## src/rtl/frame_sum_sink.sv

```systemverilog
// rtl/frame_sum_sink.sv - per-frame modular sum/count sink on the pop side of a valid/grant FIFO
module frame_sum_sink #(
    parameter int DATA_WIDTH = 32,
    parameter int MAX_WORDS  = 16,
    parameter int CNT_WIDTH  = $clog2(MAX_WORDS + 1),
    parameter int FRM_WIDTH  = 8
) (
    input  logic                  clk,
    input  logic                  rst_n,
    input  logic [DATA_WIDTH:0]   pop_data_i,
    input  logic                  pop_valid_i,
    output logic                  pop_grant_o,
    output logic                  res_valid_o,
    input  logic                  res_grant_i,
    output logic [DATA_WIDTH-1:0] res_sum_o,
    output logic [CNT_WIDTH-1:0]  res_count_o,
    output logic                  res_overflow_o,
    output logic [FRM_WIDTH-1:0]  frames_o
);

    localparam logic [0:0] ST_ACCUM  = 1'b0;
    localparam logic [0:0] ST_REPORT = 1'b1;

    localparam logic [CNT_WIDTH-1:0] MAX_CNT = CNT_WIDTH'(MAX_WORDS);

    logic [0:0]            state_q,     state_d;
    logic [DATA_WIDTH-1:0] acc_sum_q,   acc_sum_d;
    logic [CNT_WIDTH-1:0]  acc_cnt_q,   acc_cnt_d;
    logic                  acc_ovf_q,   acc_ovf_d;
    logic [DATA_WIDTH-1:0] res_sum_q,   res_sum_d;
    logic [CNT_WIDTH-1:0]  res_cnt_q,   res_cnt_d;
    logic                  res_ovf_q,   res_ovf_d;
    logic [FRM_WIDTH-1:0]  frames_q,    frames_d;

    logic                  in_xfer;
    logic                  in_last;
    logic [DATA_WIDTH-1:0] in_payload;
    logic [DATA_WIDTH-1:0] sum_next;
    logic [CNT_WIDTH-1:0]  cnt_next;
    logic                  ovf_next;
    logic                  cnt_full;

    // Handshake outputs come straight from state so no input reaches an output combinationally
    assign pop_grant_o    = (state_q == ST_ACCUM);
    assign res_valid_o    = (state_q == ST_REPORT);
    assign res_sum_o      = res_sum_q;
    assign res_count_o    = res_cnt_q;
    assign res_overflow_o = res_ovf_q;
    assign frames_o       = frames_q;

    assign in_xfer    = pop_valid_i && pop_grant_o;
    assign in_last    = pop_data_i[DATA_WIDTH];
    assign in_payload = pop_data_i[DATA_WIDTH-1:0];

    // Running values that include the word being accepted this cycle
    assign cnt_full = (acc_cnt_q == MAX_CNT);
    assign sum_next = acc_sum_q + in_payload;
    assign cnt_next = cnt_full ? MAX_CNT : acc_cnt_q + 1'b1;
    assign ovf_next = acc_ovf_q | cnt_full;

    // Next-state: accumulate in ACCUM, close the frame on last, hold the record until granted
    always_comb begin
        state_d   = state_q;
        acc_sum_d = acc_sum_q;
        acc_cnt_d = acc_cnt_q;
        acc_ovf_d = acc_ovf_q;
        res_sum_d = res_sum_q;
        res_cnt_d = res_cnt_q;
        res_ovf_d = res_ovf_q;
        frames_d  = frames_q;
        case (state_q)
            ST_ACCUM: begin
                if (in_xfer) begin
                    if (in_last) begin
                        res_sum_d = sum_next;
                        res_cnt_d = cnt_next;
                        res_ovf_d = ovf_next;
                        acc_sum_d = '0;
                        acc_cnt_d = '0;
                        acc_ovf_d = 1'b0;
                        frames_d  = frames_q + 1'b1;
                        state_d   = ST_REPORT;
                    end else begin
                        acc_sum_d = sum_next;
                        acc_cnt_d = cnt_next;
                        acc_ovf_d = ovf_next;
                    end
                end
            end
            ST_REPORT: begin
                if (res_grant_i) begin
                    state_d = ST_ACCUM;
                end
            end
            default: state_d = ST_ACCUM;
        endcase
    end

    // State registers; reset discards any partial frame and pending record
    always_ff @(posedge clk or negedge rst_n) begin
        if (!rst_n) begin
            state_q   <= ST_ACCUM;
            acc_sum_q <= '0;
            acc_cnt_q <= '0;
            acc_ovf_q <= 1'b0;
            res_sum_q <= '0;
            res_cnt_q <= '0;
            res_ovf_q <= 1'b0;
            frames_q  <= '0;
        end else begin
            state_q   <= state_d;
            acc_sum_q <= acc_sum_d;
            acc_cnt_q <= acc_cnt_d;
            acc_ovf_q <= acc_ovf_d;
            res_sum_q <= res_sum_d;
            res_cnt_q <= res_cnt_d;
            res_ovf_q <= res_ovf_d;
            frames_q  <= frames_d;
        end
    end

endmodule
```

## config.mk

```make
export PLATFORM = sky130hd
export DESIGN_NAME = frame_sum_sink
export DESIGN_NICKNAME = d
export VERILOG_FILES = /design/src/rtl/frame_sum_sink.sv
export SDC_FILE = /design/constraint.sdc
export NUM_CORES = 1
export LEC_CHECK = 0
export BUFFER_PORTS_ARGS = -buffer_cell sky130_fd_sc_hd__buf_2
export CAP_MARGIN = 20
export CORE_ASPECT_RATIO = 1.1
export CORE_UTILIZATION = 60
export CTS_CLUSTER_DIAMETER = 150
export DETAILED_ROUTE_END_ITERATION = 7
export PLACE_DENSITY = 0.84
export SLEW_MARGIN = 5
export SYNTH_ARGS = -nofsm -noshare
export SYNTH_HDL_FRONTEND = slang
export SYNTH_SLANG_ARGS = --single-unit
```

## constraint.sdc

```tcl
create_clock -name clk -period 8.1 [get_ports clk]
set_input_delay 0.81 -clock clk [delete_from_list [all_inputs] [get_ports clk]]
set_output_delay 0.81 -clock clk [all_outputs]
set_load 0.05 [all_outputs]
```

### Word level (Yosys, flattened, before mapping)

Cells that the tools add are included.

* flip-flop bits (word level): 85
* latch bits: 0
* bits in writable memories: 0
* ROM bits: 0
* bits of input ports: 37
* output and inout bits: 48
* logic and storage cells: 25
* memories kept: 0

* add/subtract/negate cells: 3
* multipliers: 0
* div/mod/pow operators: 0
* $lt $le $gt $ge: 0
* equality and inequality tests: 1
* shift operators: 0
* mux-type cells: 8
* bitwise logic cells: 2
* reductions and logical operators: 3

Operators by type and width (count)
* $add 32x32->32: 1
* $mux 32: 1
* $mux 5: 2
* $add 8x1->8 const B: 1
* $add 5x1->5 const B: 1
* $eq 5x5->1 const B: 1
* $mux 1: 4
* $reduce_and 3->1: 1
* $pmux 1 s2: 1
* $reduce_and 2->1: 1
* $logic_and 1x1->1: 1
* $not 1->1: 1
* $or 1x1->1: 1

### Logic depth before layout (Yosys ltp)

Gate-level depths: netlist of run 1.

* depth after elaboration: 4
* depth in mapped cells: 9
* mapped depth without buffers: 9

### Worst setup path before layout of run 1

OpenSTA, ideal clock, no wires.

* path type: input to register
* start point: in pop_data_i[0]
* end point: reg res_sum_q[22], in the netlist res_sum_o[22]
* library setup time: 125 ps
* data arrival time: 2889 ps
* data required time: 7975 ps
* slack: 5087 ps
* cell stages on the path: 9
* buffers on the path: 0
* cells stage by stage: ha_1 -> fa_1 -> a21o_1 -> a311o_1 -> nand4_1 -> o211ai_1 -> o21a_1 -> o31a_1 -> mux2_2

* longest elaborated chain between the ends: 1

RTL lines
* from (decl): RTL line 10 `input logic [DATA_WIDTH:0] pop_data_i,`
* $add 32x32->32: RTL line 57 `assign sum_next = acc_sum_q + in_payload;`
* to (signal assigned): RTL line 115 `res_sum_q <= res_sum_d;`
* to (decl): RTL line 30 `logic [DATA_WIDTH-1:0] res_sum_q, res_sum_d;`

No other way between the ends.
A chain may end at the register's enable or synchronous reset.

### Worst setup path after layout of run 1

* start point: in pop_data_i[4]
* end point: reg res_sum_q[11], in the netlist res_sum_o[11]

The elaborated chain is that of the path after synthesis.

==> reports/metrics.cfg, run 1 <==
[timing]
clock-skew-final_ps = 11.17
worst_slew_pin_slew_ps = 992.5
finalHoldViolations = 0
final.setup.tns_ps = 0
slew_headroom = 0.3384
setup_viol = 0
timing.final.max_slew_violations = 0
finalCritPeriodShare = 0.3781
rsz0062_at_grt = false
fmax_mhz = 326.5
min_period_ps = 3063

[yosys]
synth_compound_area_frac = 0.2244
synth_edf_count = 0
synth_xor_area_frac = 0.05120
yosysWarnings = 0
yosysSeqAreaShare = 0.4067
syn_area_sq_mm = 0.005230
synth_fa_ha_area_frac = 0.08517
synth_top_area_frac = 0.4067
async_reset_ff_frac = 1.000
syn_inst = 579
ys_seq_elements = 85
synth.distinct_cells = 71
synth.avg_cell_area_sq_um = 9.033
yosysMostFrequentCell = nand2_1
muxShareOfSynthArea = 0.006459
synth_top_family_by_area = compound AO/OA/AOI/OAI gates
synth_top_flop_cell = dfrtp_1
synth_area_leader_cell = dfrtp_1
yosys.area_share.simple = 0.1859
syn-num-nets = 651
synth_area_leaders = dfrtp_1, ha_1, nand2_1
synth_common_cells = nand2_1, dfrtp_1, o21ai_0

[critical_path]
start_kind = input pin
critPathMaxFanout = 8
critPathKind = input pin to flop
worst_ep_arrival_time_ps = 3310
end_kind = flop
r2r-start = acc_sum_q[4]$_DFFE_PN0P_
crit_required_ps = 8350
rrSetupSlack_ps = 5190
r2r-end = res_sum_o[11]$_DFFE_PN0P_
reg2reg_depth = 7

[run]
maxCapViolations = 0

[power]
cellPowerDensity_mw_per_mm2 = 423.6
internal_power_mw = 1.242
power.leakage_nw = 2.837
seq_power_share = 0.288
p_comb_frac = 0.573
power_switching_mw = 1.261
finalPower_mw = 2.503
max-vdd-ir-drop_uv = 236.4
p_sw_frac = 0.5036
clkPwrFrac = 0.139

[global_routing]
grt_pass1_wl_um = 21110
grt_max_degree = 86
track_usage = 0.2881
grt_overflow = 0
grt_pass1_vias = 4463
antenna_found_initial = 0

[route]
wl_met3_um = 744
drt_iter0_markers = 270
wl_met1_um = 5408
wirelength_um = 12500
top_layer = met4
vias_per_cell = 6.179
drtAntennaViolNets = 0
dr_wl_met2_um = 6007
routedWlPerCell_um = 16.29
drc = 0
via_count = 4739
first_pass_iters = 5

[cells_and_area]
seq_area_sq_mm = 0.002127
diodes = 0
nNetsFinal = 723
synthToLayoutAreaGrowth_pct = 12.99
multiInputGateArea_sq_mm = 0.002895
nFillCells = 661
drive_gt1_frac = 0.1905

[status]
status = finished clean

[cts]
cts_tree = yes
clockRootBuffer = clkbuf_8
path_clk_slew_ps = 100
cts_sinks = 85
postCtsSetupBuffers = 0
ctsResizeCount = 0
clk_path_buf_depth = 2
tritoncts.num_buffers = 9
h-tree-depth = 3
ctsHoldBuffers = 0
insertion_delay_ps = 360

[floorplanning]
start_util = 0.6220
core_sq_mm = 0.008408
num_rows = 35
die_w_um = 91.02
die_y_um = 99.92
fp.dieArea_sq_mm = 0.009095
io_pins = 85

[worst_hold_path]
hp-class = input pin to async pin

[place]
gp_congestion = 0.8946
numPortBuffers = 84
dp_hpwl_um = 8723

## state kept, by name, summed over array words and instances, names as in the netlist
name	count
acc_cnt_q	5
acc_ovf_q	1
res_overflow_o	1
res_valid_o	1
res_count_o	5
frames_o	8
acc_sum_q	32
res_sum_o	32
## power groups by stage
stage | clock, mW | sequential [mW] | combinational (mW)
floorplan | 0 | 1.07 | 0.764
CTS | 0.354 | 0.721 | 1.42
finish | 0.349 | 0.721 | 1.43
global placement | 0 | 0.715 | 1.38
detailed placement | 0 | 0.728 | 1.41
global route | 0.369 | 0.743 | 1.56
## how the worst max path moves through the flow
stage	start	endpoint	slack (ps)	depth (start not counted)
4_1_cts	pop_data_i[0]	res_sum_o[24]$_DFFE_PN0P_	5100	10
2_1_floorplan	pop_data_i[0]	res_sum_o[22]$_DFFE_PN0P_	5090	9
3_3_place_gp	pop_data_i[0]	res_sum_o[22]$_DFFE_PN0P_	4810	10
6_report	pop_data_i[4]	res_sum_o[11]$_DFFE_PN0P_	5040	8
3_5_place_dp	pop_data_i[0]	res_sum_o[24]$_DFFE_PN0P_	4730	10
5_1_grt	pop_data_i[0]	res_sum_o[24]$_DFFE_PN0P_	4920	10
## critical path: stages
cell	delay, ps
buf_2	100
ha_1	420
and4_1	340
o21bai_1	120
a21bo_2	230
a2111oi_0	750
o21ai_0	250
a31o_2	280
## cells in the final DEF (no fill, tap or decap), drive strengths merged, types with 12 or more instances in the layout
cell | Yosys | routed
o31ai | 14 | 14
inv | 15 | 19
buf | 10 | 87
xor2 | 12 | 12
nand2 | 107 | 107
nor2 | 24 | 24
o21ai | 63 | 63
a21oi | 39 | 39
ha | 34 | 34
nand3 | 20 | 20
dfrtp | 85 | 85
xnor2 | 16 | 16
## logic make-up after synthesis
logic type      count (synthesis)
flops                          85
buf+inv                        41
fa+ha+maj                      35
mux                             3
compound gates                180
simple gates                  206
xor+xnor                       29
## per-layer routing
| layer | global-route usage | up-vias |
|---|---|---|
| li1 | - | 2236 |
| met1 | 0.3812 | 2288 |
| met2 | 0.4848 | 183 |
| met3 | 0.04091 | 32 |
| met4 | 0.1099 | 0 |
| met5 | 0 | - |
## cell type report
| type | count | area share |
|---|---|---|
| inverters | 15 | 0.009528 |
| multi-input cells | 453 | 0.4899 |
| well taps | 111 | 0.02350 |
| clock inverters | 7 | 0.01736 |
| clock buffers | 9 | 0.02096 |
| flip-flops and latches | 85 | 0.3599 |
| repair buffers | 87 | 0.07876 |
## per-stage QoR
step	instances	worst slack, ps	util	area (sq um)	hold slack, ps
2_1_floorplan	579	5087	-	5230	441.3
3_3_place_gp	750	4815	0.6726	5655	455.2
3_5_place_dp	750	4727	0.6726	5655	465.1
4_1_cts	766	5103	0.6996	5882	485.0
5_1_grt	767	4924	0.7028	5909	337.8
6_report	767	5037	0.7028	5909	320.6
No activity file was read; power rests on OpenSTA's default activity.
==> inputs of run 2 (changes only) <==
- CORE_UTILIZATION: 60 -> 57
- PLACE_DENSITY: 0.84 -> 0.8
- clock period: 8.1 -> 3 ns (I/O delays scaled with it)
==> run 2 against run 1 <==
  * Critical path depth is 1 higher
  * Die area rose by 5.1%
  * Clock-buffer cell count is 3 higher
  * Sequential share of layout area decreased by 0.22 points
  * Final cell count is 1.2% higher
  * Combinational power rose to 2.7 times the previous value
  * Register-to-register slack worse by 5000 ps
  * Sequential power rose to 2.7 times the previous value
  * Hold slack got worse by 210 ps
  * Worst setup slack lost 4900 ps
  * Critical path type is now flop to flop
  * Critical endpoint is now res_sum_o[22]$_DFFE_PN0P_
==> reports/metrics.cfg, run 2 (synthesized netlist as in run 1, its figures left out) <==
[critical_path]
critPathMaxFanout = 4
critPathMaxStageDelay_ps = 420
crit_required_ps = 3260
path_buf_inv = 0
cp_cell_sequence = ha_1 -> fa_1 -> a21o_1 -> a311o_1 -> nand4_1 -> o211ai_1 -> o21a_1 -> o31a_1 -> mux2_2
crit_family = compound AO/OA/AOI/OAI gates
end_kind = flop
worst_ep_arrival_time_ps = 3090
slowest_stage = a311o_1
critPathKind = flop to flop
start_kind = flop

[cts]
tritoncts.num_buffers = 9
clk_path_buf_depth = 2
clockRootBuffer = clkbuf_8
h-tree-depth = 3
insertion_delay_ps = 370
cts_tree = yes
path_clk_slew_ps = 90
cts_sinks = 85

[floorplanning]
num_rows = 36
core_sq_mm = 0.008874
start_util = 0.5894
io_pins = 85
die_w_um = 93.33
fp.dieArea_sq_mm = 0.009563
die_y_um = 102.5

[route]
drc = 0
via_count = 4597
vias_per_cell = 5.924
first_pass_iters = 5
drt_iter0_markers = 235
drtAntennaViolNets = 0
wirelength_um = 12440
routedWlPerCell_um = 16.03

[timing]
finalCritPeriodShare = 0.9453
finalHoldViolations = 0
clock-skew-final_ps = 7.258
fmax_mhz = 352.6
worst_slew_pin_slew_ps = 774.8
min_period_ps = 2836
slew_headroom = 0.4822
timing.final.max_slew_violations = 0
setup_viol = 0

[cells_and_area]
final_cell_mix = nand2_1, dfrtp_1, buf_2, o21ai_0, a21oi_1
drive_gt1_frac = 0.1952
layout_commonest_cell = nand2_1
nNetsFinal = 728
fin_area_sq_mm = 0.005946
fin_util = 0.6701
synthToLayoutAreaGrowth_pct = 13.68
nFillCells = 763

[place]
gp_congestion = 0.9296
dp_hpwl_um = 9133
placed_cell_area_sq_mm = 0.005689
numPortBuffers = 84

[power]
power.leakage_nw = 2.848
max-vdd-ir-drop_uv = 605.6
finalPower_mw = 6.698
cellPowerDensity_mw_per_mm2 = 1126

[global_routing]
grt_pass1_vias = 4410
antenna_found_initial = 0
grt_pass1_wl_um = 20470
track_usage = 0.2762
grt_overflow = 0
grt_max_degree = 86

[run]
maxCapViolations = 0

[worst_hold_path]
hp-class = input pin to flop

[status]
status = finished clean

==> run 2: final timing paths <==
kind	startpoint	end	slack [ps]	cells after the start
worst max-delay path	acc_sum_q[0]$_DFFE_PN0P_	res_sum_o[22]$_DFFE_PN0P_	160	9
worst min-delay path	res_grant_i	res_valid_o$_DFF_PN0_	110	2
worst max register to register	acc_sum_q[0]$_DFFE_PN0P_	res_sum_o[22]$_DFFE_PN0P_	160	9
worst min register to register	frames_o[7]$_DFFE_PN0P_	frames_o[7]$_DFFE_PN0P_	470	1
max in group asynchronous	rst_n	res_sum_o[5]$_DFFE_PN0P_	2010	3
min in group asynchronous	rst_n	acc_sum_q[18]$_DFFE_PN0P_	390	2
==> run 2: final cells by class <==
class                   count  area [sq um]  share of cell area
flip-flops and latches     85          2127              0.3577
well taps                 114         142.6             0.02399
multi-input cells         453          2902              0.4880
inverters                  15         56.30            0.009470
repair buffers             92         505.5             0.08502
diodes                      1         2.502           0.0004209
clock inverters             4         55.05            0.009259
clock buffers              12         155.1             0.02609
==> run 2: power by group <==
| part | switching, mW | total [mW] | internal [mW] |
|---|---|---|---|
| combinational | 2.63 | 3.88 | 1.25 |
| clock | 0.439 | 0.875 | 0.436 |
| sequential | 0.315 | 1.94 | 1.63 |
| total | 3.38 | 6.70 | 3.32 |
==> run 2: per-layer routing <==
layer | up-vias | track usage | part of all wire
li1 | 2243 | - | -
met1 | 2181 | 0.3560 | 0.44
met2 | 139 | 0.4451 | 0.47
met3 | 34 | 0.04241 | 0.048
met4 | 0 | 0.1598 | 0.036
met5 | - | 0 | 0
==> run 2: what timing repair did <==
action / in CTS / in global routing
hold endpoints to repair: 0 / 26
buffers inserted: 0 / 0
setup endpoints to repair: 0 / 2
hold buffers: 0 / 1
gates resized for setup: 0 / 1
==> run 2: per-stage QoR <==
stage	instances	hold slack (ps)	setup WS [ps]	setup TNS, ps
after detailed placement	757	457.6	147.2	0
final	776	110.4	164.1	0
after global routing	775	134.5	-50.51	-83.82
after floorplan	579	4.409	442.9	0
after global placement	757	453.8	235.9	0
after CTS	773	97.18	170.7	0
